File: src/rtl/ctrl_pkg.sv
// Shared definitions for the multicycle controller: state encoding, supported
// opcodes and ALU operation codes.
package ctrl_pkg;

  // IDLE must encode as 3'b000 so state_o reads zero while reset is held.
  typedef enum logic [2:0] {
    StIdle   = 3'd0,
    StFetch  = 3'd1,
    StDecode = 3'd2,
    StExec   = 3'd3,
    StMem    = 3'd4,
    StWb     = 3'd5,
    StError  = 3'd6
  } state_e;

  localparam logic [5:0] OpcodeR    = 6'b000000;
  localparam logic [5:0] OpcodeAddi = 6'b001000;
  localparam logic [5:0] OpcodeLw   = 6'b100011;
  localparam logic [5:0] OpcodeSw   = 6'b101011;
  localparam logic [5:0] OpcodeBeq  = 6'b000100;

  localparam logic [1:0] AluOpAdd   = 2'b00;
  localparam logic [1:0] AluOpSub   = 2'b01;
  localparam logic [1:0] AluOpFunct = 2'b10;

  function automatic logic is_supported_op(logic [5:0] op);
    return op inside {OpcodeR, OpcodeAddi, OpcodeLw, OpcodeSw, OpcodeBeq};
  endfunction

endpackage

File: src/rtl/multicycle_ctrl_wait_timer.sv
// wait_timer: counts consecutive memory-stall cycles and flags a timeout.
//   clk_i, rst_i : clock, asynchronous active-high reset
//   active_i     : controller is in a memory phase (FETCH or MEM)
//   ready_i      : memory access-complete strobe
//   timeout_o    : this is the WAIT_MAX-th consecutive stall cycle
module wait_timer
  import ctrl_pkg::*;
#(
  parameter int unsigned WAIT_MAX = 8
) (
  input  logic clk_i,
  input  logic rst_i,
  input  logic active_i,
  input  logic ready_i,
  output logic timeout_o
);

  localparam int unsigned CntW = (WAIT_MAX > 1) ? $clog2(WAIT_MAX) : 1;

  logic [CntW-1:0] r_cnt;
  logic [CntW-1:0] w_cnt_d;
  logic            w_stall;

  assign w_stall = active_i & ~ready_i;

  // Clearing whenever not stalling means every entry into FETCH or MEM starts
  // at zero: the cycle before an entry is always either outside a memory phase
  // or the ready cycle that ends one.
  assign w_cnt_d   = w_stall ? r_cnt + 1'b1 : '0;
  assign timeout_o = w_stall && (r_cnt == CntW'(WAIT_MAX - 1));

  always_ff @(posedge clk_i or posedge rst_i) begin
    if (rst_i) begin
      r_cnt <= '0;
    end else begin
      r_cnt <= w_cnt_d;
    end
  end

endmodule

File: src/rtl/multicycle_ctrl.sv
// multicycle_ctrl: FSM controller for a five-instruction multicycle datapath
// (R-type, addi, lw, sw, beq).
//   clk_i, rst_i              : clock, asynchronous active-high reset
//   start_i                   : run enable, sampled at instruction boundaries
//   opcode_i                  : IR[31:26], latched during DECODE
//   mem_ready_i               : memory complete, only observed in FETCH/MEM
//   *_write_o, mem_*_o, ...   : datapath control strobes
//   retire_o                  : one-cycle pulse in an instruction's last cycle
//   busy_o, err_o, state_o    : status
//   instr_cnt_o, cycle_cnt_o  : performance counters
// Build option: define MULTICYCLE_CTRL_PERF_CNT_EN to implement the counters;
// otherwise they read as zero and no counter flops are built.
module multicycle_ctrl
  import ctrl_pkg::*;
#(
  parameter int unsigned WAIT_MAX = 8
) (
  input  logic        clk_i,
  input  logic        rst_i,
  input  logic        start_i,
  input  logic [5:0]  opcode_i,
  input  logic        mem_ready_i,
  output logic        pc_write_o,
  output logic        ir_write_o,
  output logic        reg_write_o,
  output logic        mem_read_o,
  output logic        mem_write_o,
  output logic        reg_dst_o,
  output logic        alu_src_o,
  output logic        mem_to_reg_o,
  output logic        branch_o,
  output logic        retire_o,
  output logic        busy_o,
  output logic        err_o,
  output logic [1:0]  alu_op_o,
  output logic [2:0]  state_o,
  output logic [31:0] instr_cnt_o,
  output logic [31:0] cycle_cnt_o
);

  state_e     r_state;
  state_e     w_state_d;
  logic [5:0] r_opcode;
  logic       w_mem_phase;
  logic       w_timeout;
  logic       w_done;

  assign w_mem_phase = (r_state == StFetch) || (r_state == StMem);
  assign state_o     = r_state;

  wait_timer #(
    .WAIT_MAX (WAIT_MAX)
  ) u_wait_timer (
    .clk_i     (clk_i),
    .rst_i     (rst_i),
    .active_i  (w_mem_phase),
    .ready_i   (mem_ready_i),
    .timeout_o (w_timeout)
  );

  always_ff @(posedge clk_i or posedge rst_i) begin
    if (rst_i) begin
      r_state  <= StIdle;
      r_opcode <= '0;
    end else begin
      r_state <= w_state_d;
      if (r_state == StDecode) begin
        r_opcode <= opcode_i;
      end
    end
  end

  always_comb begin
    w_state_d    = r_state;
    w_done       = 1'b0;
    pc_write_o   = 1'b0;
    ir_write_o   = 1'b0;
    reg_write_o  = 1'b0;
    mem_read_o   = 1'b0;
    mem_write_o  = 1'b0;
    reg_dst_o    = 1'b0;
    alu_src_o    = 1'b0;
    mem_to_reg_o = 1'b0;
    branch_o     = 1'b0;
    busy_o       = 1'b0;
    err_o        = 1'b0;
    alu_op_o     = AluOpAdd;

    case (r_state)
      StIdle: begin
        if (start_i) w_state_d = StFetch;
      end
      StFetch: begin
        busy_o     = 1'b1;
        mem_read_o = 1'b1;
        // IR and PC capture only on the beat the memory returns data, so a
        // stalled fetch never advances the PC more than once.
        if (mem_ready_i) begin
          ir_write_o = 1'b1;
          pc_write_o = 1'b1;
          w_state_d  = StDecode;
        end else if (w_timeout) begin
          w_state_d = StError;
        end
      end
      StDecode: begin
        busy_o    = 1'b1;
        w_state_d = is_supported_op(opcode_i) ? StExec : StError;
      end
      StExec: begin
        busy_o = 1'b1;
        case (r_opcode)
          OpcodeR: begin
            alu_op_o  = AluOpFunct;
            w_state_d = StWb;
          end
          OpcodeAddi: begin
            alu_src_o = 1'b1;
            w_state_d = StWb;
          end
          OpcodeLw, OpcodeSw: begin
            alu_src_o = 1'b1;
            w_state_d = StMem;
          end
          OpcodeBeq: begin
            alu_op_o = AluOpSub;
            branch_o = 1'b1;
            w_done   = 1'b1;
          end
          default: w_state_d = StError;
        endcase
      end
      StMem: begin
        busy_o      = 1'b1;
        mem_read_o  = (r_opcode == OpcodeLw);
        mem_write_o = (r_opcode == OpcodeSw);
        if (mem_ready_i) begin
          if (r_opcode == OpcodeLw) w_state_d = StWb;
          else                      w_done    = 1'b1;
        end else if (w_timeout) begin
          w_state_d = StError;
        end
      end
      StWb: begin
        busy_o       = 1'b1;
        reg_write_o  = 1'b1;
        reg_dst_o    = (r_opcode == OpcodeR);
        mem_to_reg_o = (r_opcode == OpcodeLw);
        w_done       = 1'b1;
      end
      StError: begin
        err_o = 1'b1;
      end
      default: w_state_d = StError;
    endcase

    // start_i is only consulted at completion, so dropping it mid-instruction
    // lets the current instruction finish before parking in IDLE.
    if (w_done) w_state_d = start_i ? StFetch : StIdle;
    retire_o = w_done;
  end

`ifdef MULTICYCLE_CTRL_PERF_CNT_EN
  logic [31:0] r_instr_cnt;
  logic [31:0] r_cycle_cnt;

  always_ff @(posedge clk_i or posedge rst_i) begin
    if (rst_i) begin
      r_instr_cnt <= '0;
      r_cycle_cnt <= '0;
    end else begin
      if (retire_o) r_instr_cnt <= r_instr_cnt + 32'd1;
      if (busy_o)   r_cycle_cnt <= r_cycle_cnt + 32'd1;
    end
  end

  assign instr_cnt_o = r_instr_cnt;
  assign cycle_cnt_o = r_cycle_cnt;
`else
  assign instr_cnt_o = '0;
  assign cycle_cnt_o = '0;
`endif

endmodule
File: config.mk
export PLATFORM = sky130hd
export DESIGN_NAME = multicycle_ctrl
export DESIGN_NICKNAME = d
export VERILOG_FILES = /design/src/rtl/ctrl_pkg.sv /design/src/rtl/multicycle_ctrl_wait_timer.sv /design/src/rtl/multicycle_ctrl.sv
export SDC_FILE = /design/constraint.sdc
export NUM_CORES = 1
export LEC_CHECK = 0
export CELL_PAD_IN_SITES_DETAIL_PLACEMENT = 0
export CELL_PAD_IN_SITES_GLOBAL_PLACEMENT = 1
export CORE_MARGIN = 10
export CORE_UTILIZATION = 24
export DETAILED_ROUTE_END_ITERATION = 8
export GPL_ROUTABILITY_DRIVEN = 0
export PLACE_DENSITY_LB_ADDON = 0.1
export SLEW_MARGIN = 20
export SYNTH_ARGS = -nofsm -noshare
export SYNTH_HDL_FRONTEND = slang
export SYNTH_SLANG_ARGS = --single-unit
File: constraint.sdc
create_clock -name clk_i -period 2.13 [get_ports clk_i]
set_input_delay 0.639 -clock clk_i [delete_from_list [all_inputs] [get_ports clk_i]]
set_output_delay 0.639 -clock clk_i [all_outputs]
set_load 0.02 [all_outputs]
## Word-level counts from Yosys, hierarchy flattened

Cells that the tools add are included.

- Register bits: 12
- Latch bits: 0
- Memory bits (writable): 0
- Bits in read-only memories: 0
- Input port bits: 10
- Output and inout bits: 81
- Memories: 0

- Add/sub/neg operators: 1
- Multiply operators: 0
- Div/mod/pow operators: 0
- Order comparisons: 0
- Equal/unequal tests: 19
- Shifts and indexed selects: 0
- Mux-type cells: 29
- Bitwise gates (word level): 2
- Reduce and logical (&&, ||, !) cells: 12

Operators by type and width:

| operator | count |
|---|---|
| 6-bit equality test (second input constant) | 4 |
| 3-bit two-way mux | 8 |
| 3-bit case mux with 6 select lines | 1 |
| 1-bit two-way mux | 15 |
| 3-bit equality test (second input constant) | 4 |
| 6-bit by 3-bit equality test with 1-bit output (second input constant) | 2 |
| 6-bit by 4-bit equality test with 1-bit output (second input constant) | 2 |
| 6-bit zero test | 2 |
| 3-bit case mux with 3 select lines | 1 |
| 3-bit by 2-bit equality test with 1-bit output (second input constant) | 2 |
| 3-bit inequality test (second input constant) | 2 |
| 2-bit OR reduction | 3 |
| 5-bit nonzero test | 1 |
| 5-bit OR reduction | 1 |
| 4-bit by 3-bit inequality test with 1-bit output (second input constant) | 1 |
| 2-bit case mux with 2 select lines | 1 |
| 4-bit AND reduction | 1 |
| 3-bit by 1-bit adder with 3-bit output (second input constant) | 1 |
| 3-bit by 1-bit equality test with 1-bit output (second input constant) | 1 |
| 3-bit zero test | 1 |
| 1-bit case mux with 3 select lines | 1 |
| 3-bit OR reduction | 1 |
| 2-bit two-way mux | 1 |
| 2-bit by 1-bit inequality test with 1-bit output (second input constant) | 1 |
| 5 further kinds | 5 |

## Longest topological paths before layout

- Word-level depth: 8
- Depth in mapped cells: 6
- Depth with buffers taken out: 6

## Hierarchy

A second synthesis with hierarchy kept.

- Cell total of the unflattened synthesis: 157
- Area total of the unflattened synthesis: 1313.8 µm²

By module, submodules not included:

| module | instances | cells each | area each (µm²) |
|---|---|---|---|
| multicycle_ctrl | 1 | 147 | 1171.1 |
| wait_timer | 1 | 10 | 142.6 |

## Worst setup path after synthesis

OpenSTA, ideal clock, no wires.

- Path kind: register to output
- From: reg r_state[1], in the netlist state_o[1]
- To: out alu_src_o
- Arrival time: 1986 ps
- Required time: 1491 ps
- Path slack: -495 ps
- Cell stages (with the launch flop): 4
- Path buffers: 1
- Cells stage by stage: dfrtp_1 clkbuf_1 nand3b_1 a2111oi_0

- Longest elaborated chain between the ends: 2

RTL lines:

| element | line | text |
|---|---|---|
| start, declared | multicycle_ctrl.sv:41 | `state_e r_state;` |
| start signal, assigned | multicycle_ctrl.sv:63 | `r_state <= StIdle;` |
| start signal, assigned | multicycle_ctrl.sv:66 | `r_state <= w_state_d;` |
| 3-bit by 2-bit equality test with 1-bit output | multicycle_ctrl.sv:89 | `case (r_state)` |
| 1-bit two-way mux | multicycle_ctrl.sv:89 |  |
| end, declared | multicycle_ctrl.sv:29 | `output logic alu_src_o,` |

Every way passes these cells.

## Worst setup path after layout

- From: reg r_opcode[1]
- To: out retire_o

- Longest elaborated chain between the ends: 4

RTL lines:

| element | line | text |
|---|---|---|
| start, declared | multicycle_ctrl.sv:43 | `logic [5:0] r_opcode;` |
| start signal, assigned | multicycle_ctrl.sv:68 | `r_opcode <= opcode_i;` |
| 6-bit equality test | multicycle_ctrl.sv:138 | `if (r_opcode == OpcodeLw) w_state_d = StWb;` |
| 1-bit two-way mux | multicycle_ctrl.sv:138 |  |
| 1-bit two-way mux | multicycle_ctrl.sv:137 | `if (mem_ready_i) begin` |
| 1-bit case mux with 3 select lines * | multicycle_ctrl.sv:89 |  |
| end, declared | multicycle_ctrl.sv:32 | `output logic retire_o,` |

Every way passes the cells marked *; elsewhere a longest branch is shown, timed or not.

==> qor.log <==
INFO  global_route   groute.layer.met3.usage=3.277%
INFO  die            core_area=0.005172sqmm
INFO  power_and_ir_drop combPwrFrac=68.7%
INFO  cells_and_area multi_input_comb_area=815.8squm
INFO  setup_path     crit_fanout=4
INFO  place          portBuffers=26
INFO  synth          syn-cell-area=0.001290sqmm
INFO  power_and_ir_drop vdd_ir_drop_max=0.0004802V
INFO  timing         fin_crit=2383ps
INFO  global_route   grt_antenna_before_repair=0
INFO  synth          syn-instance-count=151
INFO  status         run_status=complete, but fails checks
INFO  detailed_routing num_vias=1012
INFO  setup_path     cp.required=1490ps
INFO  global_route   grt_first_pass_wirelength=5382microns
INFO  detailed_routing drt-initial-drc-count=26
INFO  synth          part_of_the_yosys_area_used_for_sequential_elements=23.28%
INFO  cts            worstSkewPairLatency=250ps
INFO  detailed_routing postRouteAntennaNets=0
INFO  cts            max_h_tree_level=1
INFO  die            start_util=24.94%
INFO  cts            cts.sink_count=12
INFO  cts            cts_tree=done
INFO  global_route   grt_remaining_overflow=0
INFO  detailed_routing dr_wl_cell=13.09microns
INFO  timing         final-max-slew-violation-count=0
INFO  die            top_ports=91
INFO  power_and_ir_drop power.switching_fraction=45.04%
INFO  cells_and_area post_route_cells_drive_above_1_share=37.56%
INFO  synth          number_of_storage_elements_in_the_synthesis_netlist=12
INFO  worst_hold_path worst_hold_path_type=register to register
INFO  synth          synth-edff-count=0
INFO  cts            cts_buffer_count=3
INFO  global_route   use_met1=7.288%
INFO  cells_and_area layoutNonFillerInstCount=275
INFO  setup_path     arrival_worst_endpoint=1740ps
INFO  synth          synthDistinctLibCells=35
INFO  timing         fin_worst_skew=9.977ps
INFO  global_route   groute.usage.overall=7.686%
INFO  synth          postSynthAreaPerCell=8.543squm
INFO  die            row_count=26
INFO  detailed_routing detailedRoute.firstPassIterationCount=3
INFO  detailed_routing postRouteWirelength=3599microns
INFO  cts            clkSlewWorstSetupHoldPaths=50ps
INFO  die            die_area=0.008708sqmm
INFO  timing         totalNegativeSetupSlack=-895.8ps
INFO  power_and_ir_drop share_clk_of_total_power=10.7%
INFO  timing         final.setup.worst_slack=-253.1ps
INFO  cells_and_area post-route-util=33.55%
INFO  global_route   number_of_global_route_vias_before_repair=1050
INFO  synth          synth_ff_type=sky130_fd_sc_hd__dfrtp_1
INFO  timing         rsz0062_at_grt=yes
INFO  power_and_ir_drop power.density_cell_area=1146mW/mm^2
INFO  place          place.detailed.hpwl=3164microns
INFO  die            floorplan.die.height=93.32microns
INFO  setup_path     critPathKind=register to primary output
INFO  timing         final_hold_viol_count=0
INFO  power_and_ir_drop leakagePower=0.0008703uW
INFO  die            floorplan.die.width=93.32microns
INFO  cells_and_area design.final.nets=219
INFO  cells_and_area fillCellCount=553
INFO  global_route   pin_count_of_the_biggest_net_entering_global_routing=13
INFO  cts            ctsLongestPathBuffers=2
INFO  synth          ys_async_sr_fraction=100.0%
INFO  detailed_routing post_drt_via_cell_ratio=3.680
INFO  cells_and_area num_antenna_cells=0
INFO  timing         final_min_period_over_clock_period=111.9%
INFO  place          placed_cells=267
INFO  setup_path     end_kind=primary output
INFO  cells_and_area area_growth_syn_to_layout=34.53%
INFO  setup_path     worst_setup_path_start_kind=register
INFO  detailed_routing remaining_drc_errors=0
INFO  global_route   globalRouteMet2Util=14.39%
INFO  global_route   grt-busiest-layer=met2
INFO  timing         finalSetupViolCount=7
INFO  cts            cts.root.buffer_cell=sky130_fd_sc_hd__clkbuf_8
INFO  power_and_ir_drop p_int=1093uW
INFO  status         failed_checks=setup timing
INFO  flow_run       cap_viol_max_count=0
INFO  cells_and_area register_area=300.3squm
INFO  timing         fmax=419.6MHz
INFO  power_and_ir_drop p_switching=896.0uW
INFO  power_and_ir_drop sequentialPowerShare=20.6%
INFO  synth          yosys_warnings=0
-- routing by layer --
layer	vias to the layer above	wire (microns)
met5	-	0
met1	472	1166
met4	0	27
li1	491	-
met3	4	478
met2	45	1926
-- critical path: stages, from the launching register on --
cell and delay [ps]:
sky130_fd_sc_hd__dfrtp_1 400, sky130_fd_sc_hd__nand3_2 120, sky130_fd_sc_hd__or4_4 450, sky130_fd_sc_hd__a311o_2 400, sky130_fd_sc_hd__buf_6 140
-- cell usage after synthesis, types with 3 or more instances --
cell type                  count  area [sq um]
sky130_fd_sc_hd__buf_4        65         488.0
sky130_fd_sc_hd__dfrtp_1      12         300.3
sky130_fd_sc_hd__nor3_1        8         40.04
sky130_fd_sc_hd__mux2_2        6         67.56
sky130_fd_sc_hd__nor2b_1       6         37.54
sky130_fd_sc_hd__clkbuf_1      5         18.77
sky130_fd_sc_hd__nor2_1        5         18.77
sky130_fd_sc_hd__nand2_1       4         15.01
sky130_fd_sc_hd__a21oi_1       3         15.01
sky130_fd_sc_hd__and2_1        3         18.77
-- power groups by stage --
stage	Combinational, uW	Sequential, uW	Clock [uW]
after floorplan	744	451	0
after global placement	1280	402	0
after detailed placement	1270	405	0
after CTS	1280	404	220
after global routing	1480	423	227
final	1370	410	212
-- worst paths after layout --
check	startpoint	to	slack, ps	cells past startpoint
max	r_opcode[1]	retire_o	-250	4
min	u_wait_timer.r_cnt[0]	u_wait_timer.r_cnt[0]	430	1
max reg2reg	r_opcode[1]	state_o[1]	260	6
min reg2reg	u_wait_timer.r_cnt[0]	u_wait_timer.r_cnt[0]	430	1
max in group asynchronous	rst_i	u_wait_timer.r_cnt[1]	1060	2
min in group asynchronous	rst_i	state_o[0]	720	2
-- placed cells by master (no fill, tap or decap), types with 2 or more instances in the layout --
cell type / count
sky130_fd_sc_hd__dlygate4sd2_1: 3
sky130_fd_sc_hd__ha_1: 2
sky130_fd_sc_hd__inv_1: 2
sky130_fd_sc_hd__clkdlybuf4s50_1: 9
sky130_fd_sc_hd__nor2b_1: 3
sky130_fd_sc_hd__nand3b_1: 2
sky130_fd_sc_hd__a21oi_1: 3
sky130_fd_sc_hd__nor2b_2: 2
sky130_fd_sc_hd__nor3_1: 2
sky130_fd_sc_hd__mux2_2: 6
sky130_fd_sc_hd__clkbuf_8: 3
sky130_fd_sc_hd__a31oi_1: 2
sky130_fd_sc_hd__buf_4: 32
sky130_fd_sc_hd__and2_1: 3
sky130_fd_sc_hd__dfrtp_1: 12
sky130_fd_sc_hd__nor2_1: 4
sky130_fd_sc_hd__nor3_2: 5
sky130_fd_sc_hd__nor3_4: 2
sky130_fd_sc_hd__conb_1: 64
sky130_fd_sc_hd__a211oi_1: 2
sky130_fd_sc_hd__buf_6: 8
sky130_fd_sc_hd__nand2_1: 2
sky130_fd_sc_hd__buf_2: 5
-- state kept, by name (all words and copies together), names as in the netlist --
name and count:
r_opcode 6, state_o 3, u_wait_timer.r_cnt 3
-- cell families (layout without fill, tap and decap cells) --
family / after synthesis / after routing / share of synthesized area (%)
flip-flops: 12 / 12 / 23.28
multiplexers: 6 / 6 / 5.237
AND/OR/NAND/NOR: 43 / 43 / 21.15
buffers and inverters: 72 / 63 / 39.86
adder cells (fa/ha/maj): 2 / 2 / 1.940
AO/OA/AOI/OAI: 15 / 15 / 8.244
other: 1 / 64 / 0.2907
-- repair_timing --
action                                  CTS  global route
setup buffers                             1             4
pin swaps                                 1             2
resized for setup                        71            27
endpoints found under the setup margin   16            12
hold buffers                              0             0
cloned                                    0             0
-- metrics by stage --
stage               setup slack [ps]  instance area (sq um)  total power [uW]  hold WS, ps
floorplan                     -11.82                   1555              1195        409.1
global placement              -472.3                   1599              1678        421.2
detailed placement            -492.7                   1599              1671        434.4
CTS                           -269.7                   1652              1904        442.2
global route                  -327.4                   1735              2133        464.2
finish                        -253.1                   1735              1990        432.4
-- area by class of cell --
class / instances / share of cell area (%)
flip-flops and latches: 12 / 17.30
repair buffers: 58 / 27.83
inverters: 2 / 0.4326
well taps: 70 / 5.047
clock buffers: 3 / 2.379
multi-input cells: 130 / 47.01
No activity file was read; power rests on OpenSTA's default activity.
